## src/rtl/regfile_wb_queue.sv

```systemverilog
// Writeback queue in front of the 32x32 register file: in-order buffering, one drain per cycle, two forwarding ports.
// Optional macro WBQ_COALESCE_EN merges a push into an already-queued entry for the same register.
module regfile_wb_queue #(
  parameter int DEPTH = 4,
  parameter int AW    = 2
) (
  input  logic          clk,
  input  logic          reset,
  input  logic          wb_valid,
  output logic          wb_ready,
  input  logic [4:0]    wb_rd,
  input  logic [31:0]   wb_data,
  input  logic          rf_hold,
  output logic [4:0]    rf_rd,
  output logic [31:0]   rf_din,
  output logic          rf_rw,
  output logic          rf_enable,
  input  logic [4:0]    fwd_rs1,
  input  logic [4:0]    fwd_rs2,
  output logic          fwd_hit1,
  output logic          fwd_hit2,
  output logic [31:0]   fwd_data1,
  output logic [31:0]   fwd_data2,
  output logic [AW:0]   count
);

  localparam logic [AW:0] FULL_CNT = (AW+1)'(DEPTH);

  logic [4:0]    q_rd   [DEPTH];
  logic [31:0]   q_data [DEPTH];
  logic [AW-1:0] head_reg;
  logic [AW-1:0] tail_reg;
  logic [AW:0]   count_reg;
  logic [4:0]    rf_rd_reg;
  logic [31:0]   rf_din_reg;
  logic          rf_rw_reg;
  logic          rf_enable_reg;

  logic          pop;
  logic          push;
  logic          push_alloc;
  logic          coal_hit;
  logic [AW-1:0] coal_idx;

  assign pop = (count_reg != '0) && !rf_hold;

`ifdef WBQ_COALESCE_EN
  // The head entry being drained this cycle cannot absorb a new value; it gets a fresh slot instead.
  always_comb begin
    coal_hit = 1'b0;
    coal_idx = '0;
    for (int k = 0; k < DEPTH; k++) begin
      if (((AW+1)'(k) < count_reg) && (q_rd[head_reg + k[AW-1:0]] == wb_rd) &&
          (wb_rd != 5'd0) && !(pop && (k == 0))) begin
        coal_hit = 1'b1;
        coal_idx = head_reg + k[AW-1:0];
      end
    end
  end
`else
  assign coal_hit = 1'b0;
  assign coal_idx = '0;
`endif

  assign wb_ready   = reset && ((count_reg < FULL_CNT) || pop || coal_hit);
  assign push       = wb_valid && wb_ready;
  assign push_alloc = push && (wb_rd != 5'd0) && !coal_hit;

  always_ff @(posedge clk or negedge reset) begin
    if (!reset) begin
      head_reg      <= '0;
      tail_reg      <= '0;
      count_reg     <= '0;
      rf_rd_reg     <= 5'd0;
      rf_din_reg    <= 32'd0;
      rf_rw_reg     <= 1'b0;
      rf_enable_reg <= 1'b1;
    end else begin
      if (pop) begin
        rf_rd_reg  <= q_rd[head_reg];
        rf_din_reg <= q_data[head_reg];
        head_reg   <= head_reg + 1'b1;
      end
      if (push_alloc) begin
        tail_reg <= tail_reg + 1'b1;
      end
      rf_rw_reg     <= pop;
      count_reg     <= count_reg + (AW+1)'(push_alloc) - (AW+1)'(pop);
      rf_enable_reg <= 1'b1;
    end
  end

  // Storage needs no reset: occupancy is tracked solely by the pointers and count.
  always_ff @(posedge clk) begin
    if (push_alloc) begin
      q_rd[tail_reg]   <= wb_rd;
      q_data[tail_reg] <= wb_data;
    end else if (push && coal_hit) begin
      q_data[coal_idx] <= wb_data;
    end
  end

  assign rf_rd     = rf_rd_reg;
  assign rf_din    = rf_din_reg;
  assign rf_rw     = rf_rw_reg;
  assign rf_enable = rf_enable_reg;
  assign count     = count_reg;

  for (genvar gi = 0; gi < 2; gi++) begin : g_fwd
    logic [4:0]  rs;
    logic        hit;
    logic [31:0] data;

    // Scan oldest to youngest so the youngest match wins; the output stage has lowest priority.
    always_comb begin
      hit  = 1'b0;
      data = 32'd0;
      if (rf_rw_reg && (rf_rd_reg == rs)) begin
        hit  = 1'b1;
        data = rf_din_reg;
      end
      for (int k = 0; k < DEPTH; k++) begin
        if (((AW+1)'(k) < count_reg) && (q_rd[head_reg + k[AW-1:0]] == rs)) begin
          hit  = 1'b1;
          data = q_data[head_reg + k[AW-1:0]];
        end
      end
      if (rs == 5'd0) begin
        hit  = 1'b0;
        data = 32'd0;
      end
    end

    if (gi == 0) begin : g_port1
      assign rs        = fwd_rs1;
      assign fwd_hit1  = hit;
      assign fwd_data1 = data;
    end else begin : g_port2
      assign rs        = fwd_rs2;
      assign fwd_hit2  = hit;
      assign fwd_data2 = data;
    end
  end

endmodule
```

## config.mk

```make
export PLATFORM = sky130hd
export DESIGN_NAME = regfile_wb_queue
export DESIGN_NICKNAME = d
export VERILOG_FILES = /design/src/rtl/regfile_wb_queue.sv
export SDC_FILE = /design/constraint.sdc
export NUM_CORES = 1
export LEC_CHECK = 0
export ABC_AREA = 1
export CAP_MARGIN = 15
export CORE_UTILIZATION = 50
export CTS_BUF_LIST = sky130_fd_sc_hd__clkbuf_4 sky130_fd_sc_hd__clkbuf_8
export DETAILED_ROUTE_END_ITERATION = 10
export GPL_TIMING_DRIVEN = 0
export PLACE_DENSITY = 0.8
export SLEW_MARGIN = 20
export SYNTH_ARGS = -nofsm -noshare
export SYNTH_HDL_FRONTEND = slang
export SYNTH_SLANG_ARGS = --single-unit
export TNS_END_PERCENT = 20
```

## constraint.sdc

```tcl
create_clock -name clk -period 2.9 [get_ports clk]
set_clock_uncertainty 0.2 [all_clocks]
set_input_delay 0.29 -clock clk [delete_from_list [all_inputs] [get_ports clk]]
set_output_delay 0.29 -clock clk [all_outputs]
set_load 0.03 [all_outputs]
```

==> run metrics <==
result of the run=finished, violations left; violated checks=setup timing; dominant synthesized flop cell=sky130_fd_sc_hd__edfxtp_1; actual slew at the worst max-slew pin=0.903 ns; type of the worst min-delay path=input port to register; clock buffers created by TritonCTS=17; width of the chip=170 um; die height=170 um; post-synthesis instance area=14200 um^2; power density normalized to cell area=1270 nW/um^2; cell area after placement=16300 um^2; peak supply drop=0.578 mV; fraction of synthesized area in multiplexers=0.141%; clock tree root buffer cell=sky130_fd_sc_hd__clkbuf_8; Startpoint Class=register; post-layout instance area=18400 um^2; post-synthesis adder-cell area fraction=0.848%; fraction of registers with async set/reset=23.3%; fraction of final layout cells sized beyond drive strength 1=19.1%; estimated wirelength of the detail-placed design=45700 um; share of total power in combinational logic=76.1%; clock latency at the later pin of the worst-skew pair=0.52 ns; simple logic cell fraction of the synthesized area=35.4%; remaining max-slew budget at the tightest pin=39.7%; Clk network pwr share=7.6%; register area=5570 um^2; number of flops mapped to enable cells by yosys=148; maximum level of the CTS H-tree=4; Final Hold Viols=0; final net count=2396; delay contributed by the slowest stage of the critical path=0.46 ns; number of cells produced by synthesis=2114; total of warnings raised by yosys=0; placer's final routability congestion estimate=1.02; R2R depth=10; number of inserted filler cells in the final layout=2362; endpoint of the worst-slack reg-to-reg timing path=count[2]$_DFF_PN0_; Worst Setup Path Type=register to output pin; xor/xnor cell area share of the yosys netlist=0.971%; via count of the first global-routing pass=14500; Total Routing Usage GR=40.7%; cell-internal power=9.90 mW; number of DRC violations after detailed routing=0; final slew viol count=0; I/O pins=160; core footprint=27900 um^2; global-route wire length before repair=86800 um; average footprint of a synthesized cell=6.70 um^2; reg2reg start=count[2]$_DFF_PN0_; final worst setup slack=-0.644 ns; largest family of logic cells by synthesized area=simple AND/OR/NAND/NOR gates; maximum clock frequency=0.282 GHz; commonest non-fill, non-tap cell in the layout=sky130_fd_sc_hd__nand2_1; average via count per standard cell=5.99; crit path max fanout=10; clock tree from TritonCTS=built; synthesized net count=2174; commonest non-fill, non-tap cells in the layout=sky130_fd_sc_hd__nand2_1 (610), sky130_fd_sc_hd__nor2_1 (263), sky130_fd_sc_hd__o21ai_0 (231), sky130_fd_sc_hd__edfxtp_1 (148), sky130_fd_sc_hd__inv_1 (141); post-synthesis cell type count=41; Diodes inserted=0; slack of the worst reg-to-reg path=0.10 ns; multi-input combinational cell area=8160 um^2; crit-path cells=buf_4, xnor2_4, buf_6, nand2_1, o21ai_2, xor2_1, nor2_1, nand3_2, clkinvlp_4, buf_6, nand2_1, nand2_1, a21oi_2, buf_6; fin crit share=122%; TritonCTS sink count=193; max capacitance violation total=0; portion of total power attributed to sequential cells=16.2%; clock transition at the registers of the reported paths=0.11 ns; floorplan die area=29000 um^2; number of standard-cell rows in the floorplan=61; origin of the worst setup path=head_reg[0]$_DFFE_PN0P_; Yosys reg bits=193; Psw=13.5 mW; endpoint class of the critical path=output pin; termination of the worst setup path=fwd_data1[24]; via count=16300; setup slack at placement=-1.20 ns; data required time at the worst endpoint=2.41 ns; pin count of the biggest net entering global routing=38; total of buffers placed on input and output ports=152; Compound-Gate Fraction of Synth Area=14.4%; clock tree buffer depth=2; Post-Route WL=60100 um; switching share of total power=57.7%; layout overhead on the synthesized area=29.9%; initial antenna violation count=0; starting density of the core=50.9%; Antenna Violating Nets Remaining=0; first drt pass iteration count=6; Setup-failing EPs final=66; sequential share of the synthesized area=39.3%; grt total ovfl=0; arrival time at the worst endpoint=3.05 ns; flip-flop count of the largest register, all copies and words added=128; RSZ-0062 raised after global routing=yes; starting DRC count in detailed routing=2820; leakage power of the design=7.99 nW; average wire length per cell after detail routing=22.0 um; cell type of the slowest stage on the worst timing path=sky130_fd_sc_hd__dfrtp_2; minimum clock period after layout=3.54 ns
## kinds of logic (layout without fill, tap and decap cells)
| logic type | Yosys count | in the layout |
|---|---|---|
| XOR/XNOR | 14 | 14 |
| AND/OR/NAND/NOR | 1194 | 1194 |
| flip-flops | 193 | 193 |
| multiplexers | 2 | 2 |
| AO/OA/AOI/OAI | 400 | 400 |
| buffers and inverters | 301 | 535 |
| adder cells (fa/ha/maj) | 9 | 9 |
| other | 1 | 1 |
## critical path: cells and delay by family, from the launching register on
kind	cells	cell delay, ns
AO/OA/AOI/OAI	2	0.35
flip-flops	1	0.46
buffers and inverters	5	0.85
XOR/XNOR	2	0.39
AND/OR/NAND/NOR	5	0.48
## synthesized netlist by cell type (6+ instances only)
| master | instances | area (um^2) |
|---|---|---|
| sky130_fd_sc_hd__xor2_1 | 12 | 105 |
| sky130_fd_sc_hd__inv_1 | 141 | 529 |
| sky130_fd_sc_hd__buf_1 | 7 | 26.3 |
| sky130_fd_sc_hd__o22ai_1 | 6 | 37.5 |
| sky130_fd_sc_hd__buf_2 | 60 | 300 |
| sky130_fd_sc_hd__edfxtp_1 | 148 | 4440 |
| sky130_fd_sc_hd__or2_0 | 27 | 169 |
| sky130_fd_sc_hd__ha_1 | 8 | 100 |
| sky130_fd_sc_hd__clkbuf_1 | 75 | 282 |
| sky130_fd_sc_hd__o21ai_0 | 294 | 1470 |
| sky130_fd_sc_hd__buf_4 | 9 | 67.6 |
| sky130_fd_sc_hd__o21ai_1 | 23 | 115 |
| sky130_fd_sc_hd__dfrtp_1 | 45 | 1130 |
| sky130_fd_sc_hd__nand3_1 | 152 | 761 |
| sky130_fd_sc_hd__nand4_1 | 73 | 457 |
| sky130_fd_sc_hd__nand2_1 | 638 | 2390 |
| sky130_fd_sc_hd__nor2_2 | 13 | 81.3 |
| sky130_fd_sc_hd__a21oi_1 | 71 | 355 |
| sky130_fd_sc_hd__nor2_1 | 276 | 1040 |
## stage by stage
stage / power, mW / hold slack [ns] / util [%] / setup TNS, ns / cells
after global routing: 24.3 / 0.198 / 66.0 / -41.61 / 2726
after floorplan: 12.7 / -0.206 / - / 0 / 2114
final: 23.4 / 0.206 / 66.0 / -37.75 / 2726
after CTS: 21.9 / 0.200 / 64.1 / -33.62 / 2709
after global placement: 18.2 / 0.347 / 58.1 / -405.33 / 2644
after detailed placement: 18.4 / 0.0442 / 58.5 / -108.53 / 2648
## layer usage
layer  up-vias  share of wire (%)  GRT usage, %
met5         -                  0             0
met4         0                2.4          10.3
met3       106                 14          11.1
met2      1247                 41          58.6
met1      7570                 42          59.8
li1       7416                  -             -
## worst min path at each step
stage / slack, ns / cells past startpoint / endpoint / startpoint
finish: 0.21 / 1 / q_data[3][14]$_DFFE_PP_ / wb_data[14]
global route: 0.20 / 1 / q_data[0][18]$_DFFE_PP_ / wb_data[18]
CTS: 0.20 / 1 / q_data[1][24]$_DFFE_PP_ / wb_data[24]
detailed placement: 0.04 / 1 / rf_din[16]$_DFFE_PN0P_ / reset
global placement: 0.35 / 1 / count[0]$_DFF_PN0_ / count[0]$_DFF_PN0_
floorplan: -0.21 / 0 / count[0]$_DFF_PN0_ / reset
## area by class of cell
type,instances,area share [%]
Buffer,155,6.16
Clock buffer,17,1.27
Clock inverter,14,0.870
Inverter,145,3.00
Multi-Input combinational cell,1620,44.4
Sequential cell,193,30.3
Tap cell,378,2.57
Timing Repair Buffer,203,11.4
Timing Repair inverter,1,0.0408
## repair_timing
action                                  CTS  global route
endpoints found under the hold margin    45            12
endpoints found under the setup margin   68            68
cloned                                    3             1
hold buffers                              3             3
resized for setup                       736           156
pin swaps                                43            47
setup buffers                            25            11
## power groups by stage
stage	sequential [mW]	combinational [mW]	clock (mW)
2_1_floorplan	4.30	8.43	0
3_3_place_gp	3.82	14.4	0
3_5_place_dp	3.84	14.5	0
4_1_cts	3.78	16.4	1.77
5_1_grt	3.84	18.6	1.86
6_report	3.80	17.8	1.79
(Power assumes the default switching activity.)
